## src/rtl/hsi_mse_pkg.sv

```systemverilog
// hsi_mse_pkg -- shared types and default widths for the MSE accumulator.
//   DEF_DATA_WIDTH_SUM : width of one partial squared-difference sum
//   DEF_ACC_WIDTH      : accumulator / result width
//   DEF_CNT_WIDTH      : word-counter width (MAX_WORDS = 2^CNT_WIDTH-1)
//   state_t            : controller states; DIVIDE exists only when
//                        HSI_MSE_MEAN_EN is defined.
package hsi_mse_pkg;

  localparam int DEF_DATA_WIDTH_SUM = 32;
  localparam int DEF_ACC_WIDTH      = 48;
  localparam int DEF_CNT_WIDTH      = 8;

  typedef enum logic [1:0] {
    ACCUM  = 2'd0,
`ifdef HSI_MSE_MEAN_EN
    DIVIDE = 2'd1,
`endif
    DONE   = 2'd2
  } state_t;

endpackage

```

## src/rtl/hsi_mse_acc_if.sv

```systemverilog
// hsi_mse_acc_if -- stream bundle between the 4-lane stage, the MSE
// accumulator and the result consumer.
//   data_sum_valid/in/last, data_sum_ready : partial-sum input stream
//   mse_valid/out/words/overflow, mse_ready: result stream
// Modports: master = producer of partial sums and consumer of results,
//           slave  = the accumulator.
interface hsi_mse_acc_if
  import hsi_mse_pkg::*;
#(
  parameter int DATA_WIDTH_SUM = DEF_DATA_WIDTH_SUM,
  parameter int ACC_WIDTH      = DEF_ACC_WIDTH,
  parameter int CNT_WIDTH      = DEF_CNT_WIDTH
);

  logic                      data_sum_valid;
  logic [DATA_WIDTH_SUM-1:0] data_sum_in;
  logic                      data_sum_last;
  logic                      data_sum_ready;
  logic                      mse_valid;
  logic [ACC_WIDTH-1:0]      mse_out;
  logic [CNT_WIDTH-1:0]      mse_words;
  logic                      mse_overflow;
  logic                      mse_ready;

  modport master (
    output data_sum_valid, data_sum_in, data_sum_last, mse_ready,
    input  data_sum_ready, mse_valid, mse_out, mse_words, mse_overflow
  );

  modport slave (
    input  data_sum_valid, data_sum_in, data_sum_last, mse_ready,
    output data_sum_ready, mse_valid, mse_out, mse_words, mse_overflow
  );

endinterface

```

## src/rtl/hsi_mse_div.sv

```systemverilog
// hsi_mse_div -- restoring serial divider, one quotient bit per cycle.
// Only compiled when HSI_MSE_MEAN_EN is defined.
//   clk, rst_n : clock, asynchronous active-low reset
//   clear      : abort a division in progress
//   start      : load dividend/divisor and begin (ACC_WIDTH iterations)
//   busy       : division in progress
//   done       : final iteration this cycle; quotient valid from next edge
//   quotient   : floor(dividend / divisor), held until the next start
`ifdef HSI_MSE_MEAN_EN
module hsi_mse_div
  import hsi_mse_pkg::*;
#(
  parameter int ACC_WIDTH = DEF_ACC_WIDTH,
  parameter int DIV_WIDTH = DEF_CNT_WIDTH + 2
) (
  input  logic                 clk,
  input  logic                 rst_n,
  input  logic                 clear,
  input  logic                 start,
  input  logic [ACC_WIDTH-1:0] dividend,
  input  logic [DIV_WIDTH-1:0] divisor,
  output logic                 busy,
  output logic                 done,
  output logic [ACC_WIDTH-1:0] quotient
);

  localparam int                STEP_W    = $clog2(ACC_WIDTH + 1);
  localparam logic [STEP_W-1:0] LAST_STEP = STEP_W'(ACC_WIDTH - 1);

  logic [DIV_WIDTH-1:0] rem;
  logic [DIV_WIDTH-1:0] dsr;
  logic [STEP_W-1:0]    step;
  logic [DIV_WIDTH:0]   shifted;
  logic [DIV_WIDTH:0]   trial;

  // quotient doubles as the dividend shift register: its MSB feeds the
  // partial remainder while the new quotient bit enters at the LSB.
  assign shifted = {rem, quotient[ACC_WIDTH-1]};
  // shifted < 2*divisor, so the MSB of the difference is a clean borrow flag.
  assign trial   = shifted - {1'b0, dsr};
  assign done    = busy && (step == LAST_STEP);

  always_ff @(posedge clk or negedge rst_n) begin
    if (!rst_n) begin
      busy     <= 1'b0;
      step     <= '0;
      rem      <= '0;
      dsr      <= '0;
      quotient <= '0;
    end else if (clear) begin
      busy <= 1'b0;
      step <= '0;
    end else if (start) begin
      busy     <= 1'b1;
      step     <= '0;
      rem      <= '0;
      dsr      <= divisor;
      quotient <= dividend;
    end else if (busy) begin
      if (trial[DIV_WIDTH]) begin
        rem      <= shifted[DIV_WIDTH-1:0];
        quotient <= {quotient[ACC_WIDTH-2:0], 1'b0};
      end else begin
        rem      <= trial[DIV_WIDTH-1:0];
        quotient <= {quotient[ACC_WIDTH-2:0], 1'b1};
      end
      step <= step + STEP_W'(1);
      if (done) busy <= 1'b0;
    end
  end

endmodule
`endif

```

## src/rtl/hsi_mse_acc.sv

```systemverilog
// hsi_mse_acc -- accumulates partial squared-difference sums of one pixel
// vector and presents the total (or the mean) with a valid/ready handshake.
//   clk   : clock, rising edge
//   rst_n : asynchronous active-low reset
//   clear : synchronous abort of the vector in progress
//   bus   : hsi_mse_acc_if.slave (partial-sum input and result output)
// Optional feature: define HSI_MSE_MEAN_EN to divide the saturated sum by
// 4*words with a serial divider (ACC_WIDTH extra cycles of latency).
module hsi_mse_acc
  import hsi_mse_pkg::*;
#(
  parameter int DATA_WIDTH_SUM = DEF_DATA_WIDTH_SUM,
  parameter int ACC_WIDTH      = DEF_ACC_WIDTH,
  parameter int CNT_WIDTH      = DEF_CNT_WIDTH
) (
  input  logic          clk,
  input  logic          rst_n,
  input  logic          clear,
  hsi_mse_acc_if.slave  bus
);

  localparam logic [CNT_WIDTH-1:0] MAX_WORDS = '1;

  state_t               state;
  state_t               state_nxt;
  logic [ACC_WIDTH-1:0] acc;
  logic [CNT_WIDTH-1:0] cnt;
  logic                 ovf;

  logic                 accept;
  logic                 at_max;
  logic                 last_eff;
  logic                 result_hs;
  logic [CNT_WIDTH-1:0] cnt_inc;
  logic [ACC_WIDTH:0]   sum_sat;

  // Returns {carry, value}; value is forced to all-ones on carry-out.
  function automatic logic [ACC_WIDTH:0] sat_add(
    input logic [ACC_WIDTH-1:0]      a,
    input logic [DATA_WIDTH_SUM-1:0] b
  );
    logic [ACC_WIDTH:0] s;
    s = {1'b0, a} + (ACC_WIDTH + 1)'(b);
    if (s[ACC_WIDTH]) s[ACC_WIDTH-1:0] = '1;
    return s;
  endfunction

  assign accept    = bus.data_sum_valid && (state == ACCUM);
  assign cnt_inc   = cnt + CNT_WIDTH'(1);
  // A full counter closes the vector even without data_sum_last.
  assign at_max    = (cnt_inc == MAX_WORDS);
  assign last_eff  = bus.data_sum_last || at_max;
  assign sum_sat   = sat_add(acc, bus.data_sum_in);
  assign result_hs = (state == DONE) && bus.mse_ready;

`ifdef HSI_MSE_MEAN_EN
  logic                 div_busy;
  logic                 div_done;
  logic [ACC_WIDTH-1:0] div_q;

  // The divider captures the sum including the last word straight from the
  // adder, so DIVIDE starts the same edge the last word is accepted.
  hsi_mse_div #(
    .ACC_WIDTH (ACC_WIDTH),
    .DIV_WIDTH (CNT_WIDTH + 2)
  ) u_div (
    .clk      (clk),
    .rst_n    (rst_n),
    .clear    (clear),
    .start    (accept && last_eff),
    .dividend (sum_sat[ACC_WIDTH-1:0]),
    .divisor  ({cnt_inc, 2'b00}),
    .busy     (div_busy),
    .done     (div_done),
    .quotient (div_q)
  );
`endif

  always_ff @(posedge clk or negedge rst_n) begin
    if (!rst_n) state <= ACCUM;
    else        state <= state_nxt;
  end

  always_comb begin
    state_nxt = state;
    case (state)
      ACCUM: begin
        if (accept && last_eff) begin
`ifdef HSI_MSE_MEAN_EN
          state_nxt = DIVIDE;
`else
          state_nxt = DONE;
`endif
        end
      end
`ifdef HSI_MSE_MEAN_EN
      DIVIDE: begin
        if (div_done)       state_nxt = DONE;
        // Divider aborted underneath us: nothing valid to present.
        else if (!div_busy) state_nxt = ACCUM;
      end
`endif
      DONE: begin
        if (bus.mse_ready) state_nxt = ACCUM;
      end
      default: state_nxt = ACCUM;
    endcase
    if (clear) state_nxt = ACCUM;
  end

  // Accumulate stage
  always_ff @(posedge clk or negedge rst_n) begin
    if (!rst_n) begin
      acc <= '0;
      cnt <= '0;
      ovf <= 1'b0;
    end else if (clear || result_hs) begin
      acc <= '0;
      cnt <= '0;
      ovf <= 1'b0;
    end else if (accept) begin
      acc <= sum_sat[ACC_WIDTH-1:0];
      cnt <= cnt_inc;
      ovf <= ovf | sum_sat[ACC_WIDTH] | at_max;
    end
  end

  assign bus.data_sum_ready = (state == ACCUM);
  assign bus.mse_valid      = (state == DONE);
  assign bus.mse_words      = cnt;
  assign bus.mse_overflow   = ovf;
`ifdef HSI_MSE_MEAN_EN
  assign bus.mse_out        = div_q;
`else
  assign bus.mse_out        = acc;
`endif

endmodule

```

## src/flat_wrapper.sv

```systemverilog
// flat-port wrapper written by rule: the top's interface ports become plain ports
module hsi_mse_acc_flat import hsi_mse_pkg::*;
#(
  parameter int DATA_WIDTH_SUM = DEF_DATA_WIDTH_SUM,
  parameter int ACC_WIDTH      = DEF_ACC_WIDTH,
  parameter int CNT_WIDTH      = DEF_CNT_WIDTH
)
  (clk, rst_n, clear, bus_data_sum_valid, bus_data_sum_in, bus_data_sum_last, bus_mse_ready, bus_data_sum_ready, bus_mse_valid, bus_mse_out, bus_mse_words, bus_mse_overflow);
  hsi_mse_acc_if #(.DATA_WIDTH_SUM(DATA_WIDTH_SUM), .ACC_WIDTH(ACC_WIDTH), .CNT_WIDTH(CNT_WIDTH)) bus_i ();
  input  logic clk;
  input  logic rst_n;
  input  logic clear;
  input wire logic [$bits(bus_i.data_sum_valid)-1:0] bus_data_sum_valid;
  input wire logic [$bits(bus_i.data_sum_in)-1:0] bus_data_sum_in;
  input wire logic [$bits(bus_i.data_sum_last)-1:0] bus_data_sum_last;
  input wire logic [$bits(bus_i.mse_ready)-1:0] bus_mse_ready;
  output wire logic [$bits(bus_i.data_sum_ready)-1:0] bus_data_sum_ready;
  output wire logic [$bits(bus_i.mse_valid)-1:0] bus_mse_valid;
  output wire logic [$bits(bus_i.mse_out)-1:0] bus_mse_out;
  output wire logic [$bits(bus_i.mse_words)-1:0] bus_mse_words;
  output wire logic [$bits(bus_i.mse_overflow)-1:0] bus_mse_overflow;
  assign bus_i.data_sum_valid = bus_data_sum_valid;
  assign bus_i.data_sum_in = bus_data_sum_in;
  assign bus_i.data_sum_last = bus_data_sum_last;
  assign bus_i.mse_ready = bus_mse_ready;
  assign bus_data_sum_ready = bus_i.data_sum_ready;
  assign bus_mse_valid = bus_i.mse_valid;
  assign bus_mse_out = bus_i.mse_out;
  assign bus_mse_words = bus_i.mse_words;
  assign bus_mse_overflow = bus_i.mse_overflow;
  hsi_mse_acc #(.DATA_WIDTH_SUM(DATA_WIDTH_SUM), .ACC_WIDTH(ACC_WIDTH), .CNT_WIDTH(CNT_WIDTH)) u_core (.clk(clk), .rst_n(rst_n), .clear(clear), .bus(bus_i));
endmodule
```

## config.mk

```make
export PLATFORM = sky130hd
export DESIGN_NAME = hsi_mse_acc_flat
export DESIGN_NICKNAME = d
export VERILOG_FILES = /design/src/rtl/hsi_mse_pkg.sv /design/src/rtl/hsi_mse_acc_if.sv /design/src/rtl/hsi_mse_div.sv /design/src/rtl/hsi_mse_acc.sv /design/src/flat_wrapper.sv
export SDC_FILE = /design/constraint.sdc
export NUM_CORES = 1
export LEC_CHECK = 0
export CAP_MARGIN = 5
export CORE_ASPECT_RATIO = 1.5
export CORE_MARGIN = 8
export CORE_UTILIZATION = 55
export DETAILED_ROUTE_END_ITERATION = 7
export DONT_BUFFER_PORTS = 1
export PLACE_DENSITY = 0.77
export SKIP_LAST_GASP = 1
export SLEW_MARGIN = 20
export SYNTH_ARGS = -nofsm -noshare
export SYNTH_HDL_FRONTEND = slang
export SYNTH_SLANG_ARGS = --single-unit
```

## constraint.sdc

```tcl
create_clock -name clk -period 2.3 [get_ports clk]
set_input_delay 0.115 -clock clk [delete_from_list [all_inputs] [get_ports clk]]
set_output_delay 0.115 -clock clk [all_outputs]
set_load 0.03 [all_outputs]
```

==> results.yml <==
outcome:
  status: "finished with violations"
  violations: "negative setup slack"
global_routing:
  grt_antenna_before_repair: 0
  grt.total_usage_pct: 27.4
  gr-total-overflow: 0
  grt_max_degree: 59
  grt_pass1_wl_um: 25700
  grt_pass1_vias: 5314
sta:
  fin_crit_sh_pct: 117
  fin_hold_ws_ns: 0.0156
  skew_ns: 0.0108
  setup_violations: 49
  min_period_ns: 2.70
  fmax_mhz: 370
  slew_headroom_pct: 62.8
  postLayoutSetupSlackWorst_ns: -0.399
  rsz0062_at_grt: "yes"
  finalHoldViolCount: 0
  maxSlewViolCount: 0
  worst_pin_slew_ns: 0.557
clocking:
  cts_tree: "built"
  clk_pin_slew_worst_paths_ns: 0.06
  ctsRootBufferMaster: "clkbuf_16"
  cts_sinks: 58
  clock_latency_ns: 0.33
  cts_buffers: 9
  clock_path_buffers: 2
  htreeDepth: 3
routing:
  drtIter0Drc: 393
  firstDrtPassIters: 6
  wl_met3_um: 1510
  vias: 5329
  wl_um: 18000
  wl_per_cell_um: 22.1
  wl_met1_um: 6000
  top_layer_used: "met4"
  viasPerCell: 6.53
  antenna_left: 0
  drc_errors: 0
  dr_wl_met2_um: 9210
setup_path:
  cp-start-kind: "flip-flop"
  crit_required_ns: 2.52
  worstPathCellList: "ha_4 -> fa_2 -> a21oi_4 -> nand4b_4 -> a2111oi_4 -> buf_4 -> o31ai_4 -> o21ai_2 -> a21oi_2 -> xnor2_1 -> a221o_1"
  cp_top_family: "compound AO/OA/AOI/OAI gates"
  endpoint_kind: "flip-flop"
  r2r_slack_ns: -0.40
  slowest_stage: "dfrtp_2"
  max_stage_delay_ns: 0.42
  crit_type: "reg2reg"
  crit_buf_inv: 1
  arrival_ns: 2.91
  crit_path_max_fanout: 2
synthesis:
  synth_cell_types: 68
  syn_area_um2: 4610
  synth-xor-area-share_pct: 5.70
  synth_warnings: 0
  synth_area_per_cell_um2: 8.26
  synth-simple-area-share_pct: 20.8
  netlist_instances: 558
  synth-adder-area-share_pct: 9.67
  synth_top_family_by_area: "compound AO/OA/AOI/OAI gates"
  synth_top_flop_cell: "dfrtp_1"
  ys_ff_latch: 58
  synth_compound_area_share_pct: 28.5
  yosysSeqAreaShare_pct: 31.5
  syn-num-nets: 631
  synth_edf_count: 0
  synthMuxAreaShare_pct: 0.244
  async_flop_share_pct: 100
placement:
  gp_congestion: 0.936
  hpwl_um: 11600
  dp.cells: 777
  portBuffers: 0
job:
  drv_cap: 0
power:
  p_switching_mw: 1.75
  p_comb_share_pct: 44.9
  p_leak_nw: 3.21
  p_clk_share_pct: 29.4
  p_per_area_nw_per_um2: 668
  swShare_pct: 37.6
  p_int_mw: 2.90
  peakVddDrop_mv: 0.492
  share_seq_of_total_power_pct: 25.8
die:
  die-area_um2: 11600
  core_area_um2: 8260
  die_x_um: 90.7
  rows: 41
  initial_utilization_pct: 55.8
  ios: 97
  die_h_um: 128
layout:
  syn2layout_area_growth_pct: 50.9
  drive_above_1_share_pct: 41.7
  antenna_cells: 0
  mostFrequentLayoutCell: "buf_4"
  final_util_pct: 84.2
  num-nets-final: 777
  layout_common_cells: "buf_4, nand2_1, dfrtp_1, a21oi_1, o21ai_2"
  final-instance-count-excl-fill: 816
min_path:
  min_path_type: "in2reg"
-- registers in the layout, summed over array words and instances, names as in the netlist --
| name | cells |
|---|---|
| u_core.bus.mse_out | 48 |
| u_core.bus.mse_words | 8 |
| u_core.bus.mse_overflow | 1 |
| u_core.state | 1 |
-- power groups by stage --
| stage | sequential, mW | combinational (mW) | clock, mW |
|---|---|---|---|
| CTS | 1.19 | 1.87 | 1.37 |
| global route | 1.21 | 2.21 | 1.43 |
| detailed placement | 1.21 | 1.74 | 0 |
| global placement | 1.20 | 1.70 | 0 |
| floorplan | 1.38 | 0.936 | 0 |
| finish | 1.20 | 2.09 | 1.36 |
-- final timing paths --
kind	cells after the start	startpoint	to
setup / recovery	11	u_core.bus.mse_out[0]$_DFFE_PN0P_	u_core.bus.mse_out[30]$_DFFE_PN0P_
hold / removal	3	bus_data_sum_in[0]	u_core.bus.mse_out[0]$_DFFE_PN0P_
setup reg to reg	11	u_core.bus.mse_out[0]$_DFFE_PN0P_	u_core.bus.mse_out[30]$_DFFE_PN0P_
hold reg to reg	3	u_core.bus.mse_out[0]$_DFFE_PN0P_	u_core.bus.mse_out[0]$_DFFE_PN0P_
max in group asynchronous	2	rst_n	u_core.bus.mse_out[12]$_DFFE_PN0P_
min in group asynchronous	2	rst_n	u_core.bus.mse_out[7]$_DFFE_PN0P_
-- layout make-up --
class,count,area (um^2)
multi-input combinational,464,3640
sequential,58,1470
timing repair buffer,160,1370
fill,449,1310
clock buffer,11,243
tap,107,134
clock inverter,5,55.1
inverter,11,41.3
-- cell usage after synthesis (all sizes together) (3+ instances only) --
master  number  area, um^2
and3         9        56.3
nor2        29         109
o21ai       58         290
a31oi       12        75.1
xnor2       16         140
nand3       20         100
nand4       14        93.8
nand2      103         394
inv         11        41.3
a311oi       7        67.6
a21o        19         150
o211ai      12        95.1
a21oi       45         263
o21a         6        45.0
and2         3        20.0
xor2        14         123
a41oi        3        33.8
a211oi       4        35.0
nor3        13        65.1
dfrtp       58        1450
buf         11        68.8
nor2b        3        18.8
clkbuf      15        56.3
ha          34         425
o31ai        6        55.1
-- layer usage --
layer	vias to the layer above	track usage, %
li1	2358	-
met2	317	51.0
met1	2538	26.0
met5	-	0
met3	116	7.15
met4	0	17.5
-- kinds of logic after synthesis --
family                   Yosys count
AO/OA/AOI/OAI                    192
XOR/XNOR                          30
buffers and inverters             37
adder cells (fa/ha/maj)           35
flip-flops                        58
AND/OR/NAND/NOR                  205
multiplexers                       1
-- timing repair --
| item | 4_1_cts | 5_1_grt |
|---|---|---|
| hold endpoints to repair | 59 | 0 |
| setup endpoints to repair | 49 | 49 |
| cloned | 1 | 2 |
| hold buffers | 3 | 0 |
| pin swaps | 21 | 34 |
| setup buffers | 14 | 5 |
| resized for setup | 41 | 63 |
-- stage by stage --
step           instance area [um^2]  worst slack, ns  power [mW]  TNS (ns)
2_1_floorplan                  4880           -0.186        2.31     -2.66
3_3_place_gp                   5930           -0.309        2.90    -10.12
3_5_place_dp                   5930           -0.392        2.95    -13.25
4_1_cts                        6610           -0.256        4.44     -9.11
5_1_grt                        6950           -0.508        4.85    -17.03
6_report                       6950           -0.399        4.65    -12.29
-- tightest hold or removal path: cells and delay by family --
family,cells,cell delay [ns]
AO/OA/AOI/OAI,1,0.05
AND/OR/NAND/NOR,1,0.04
adder cells (fa/ha/maj),1,0.11
Note: power is estimated with default switching activity, not from simulation.
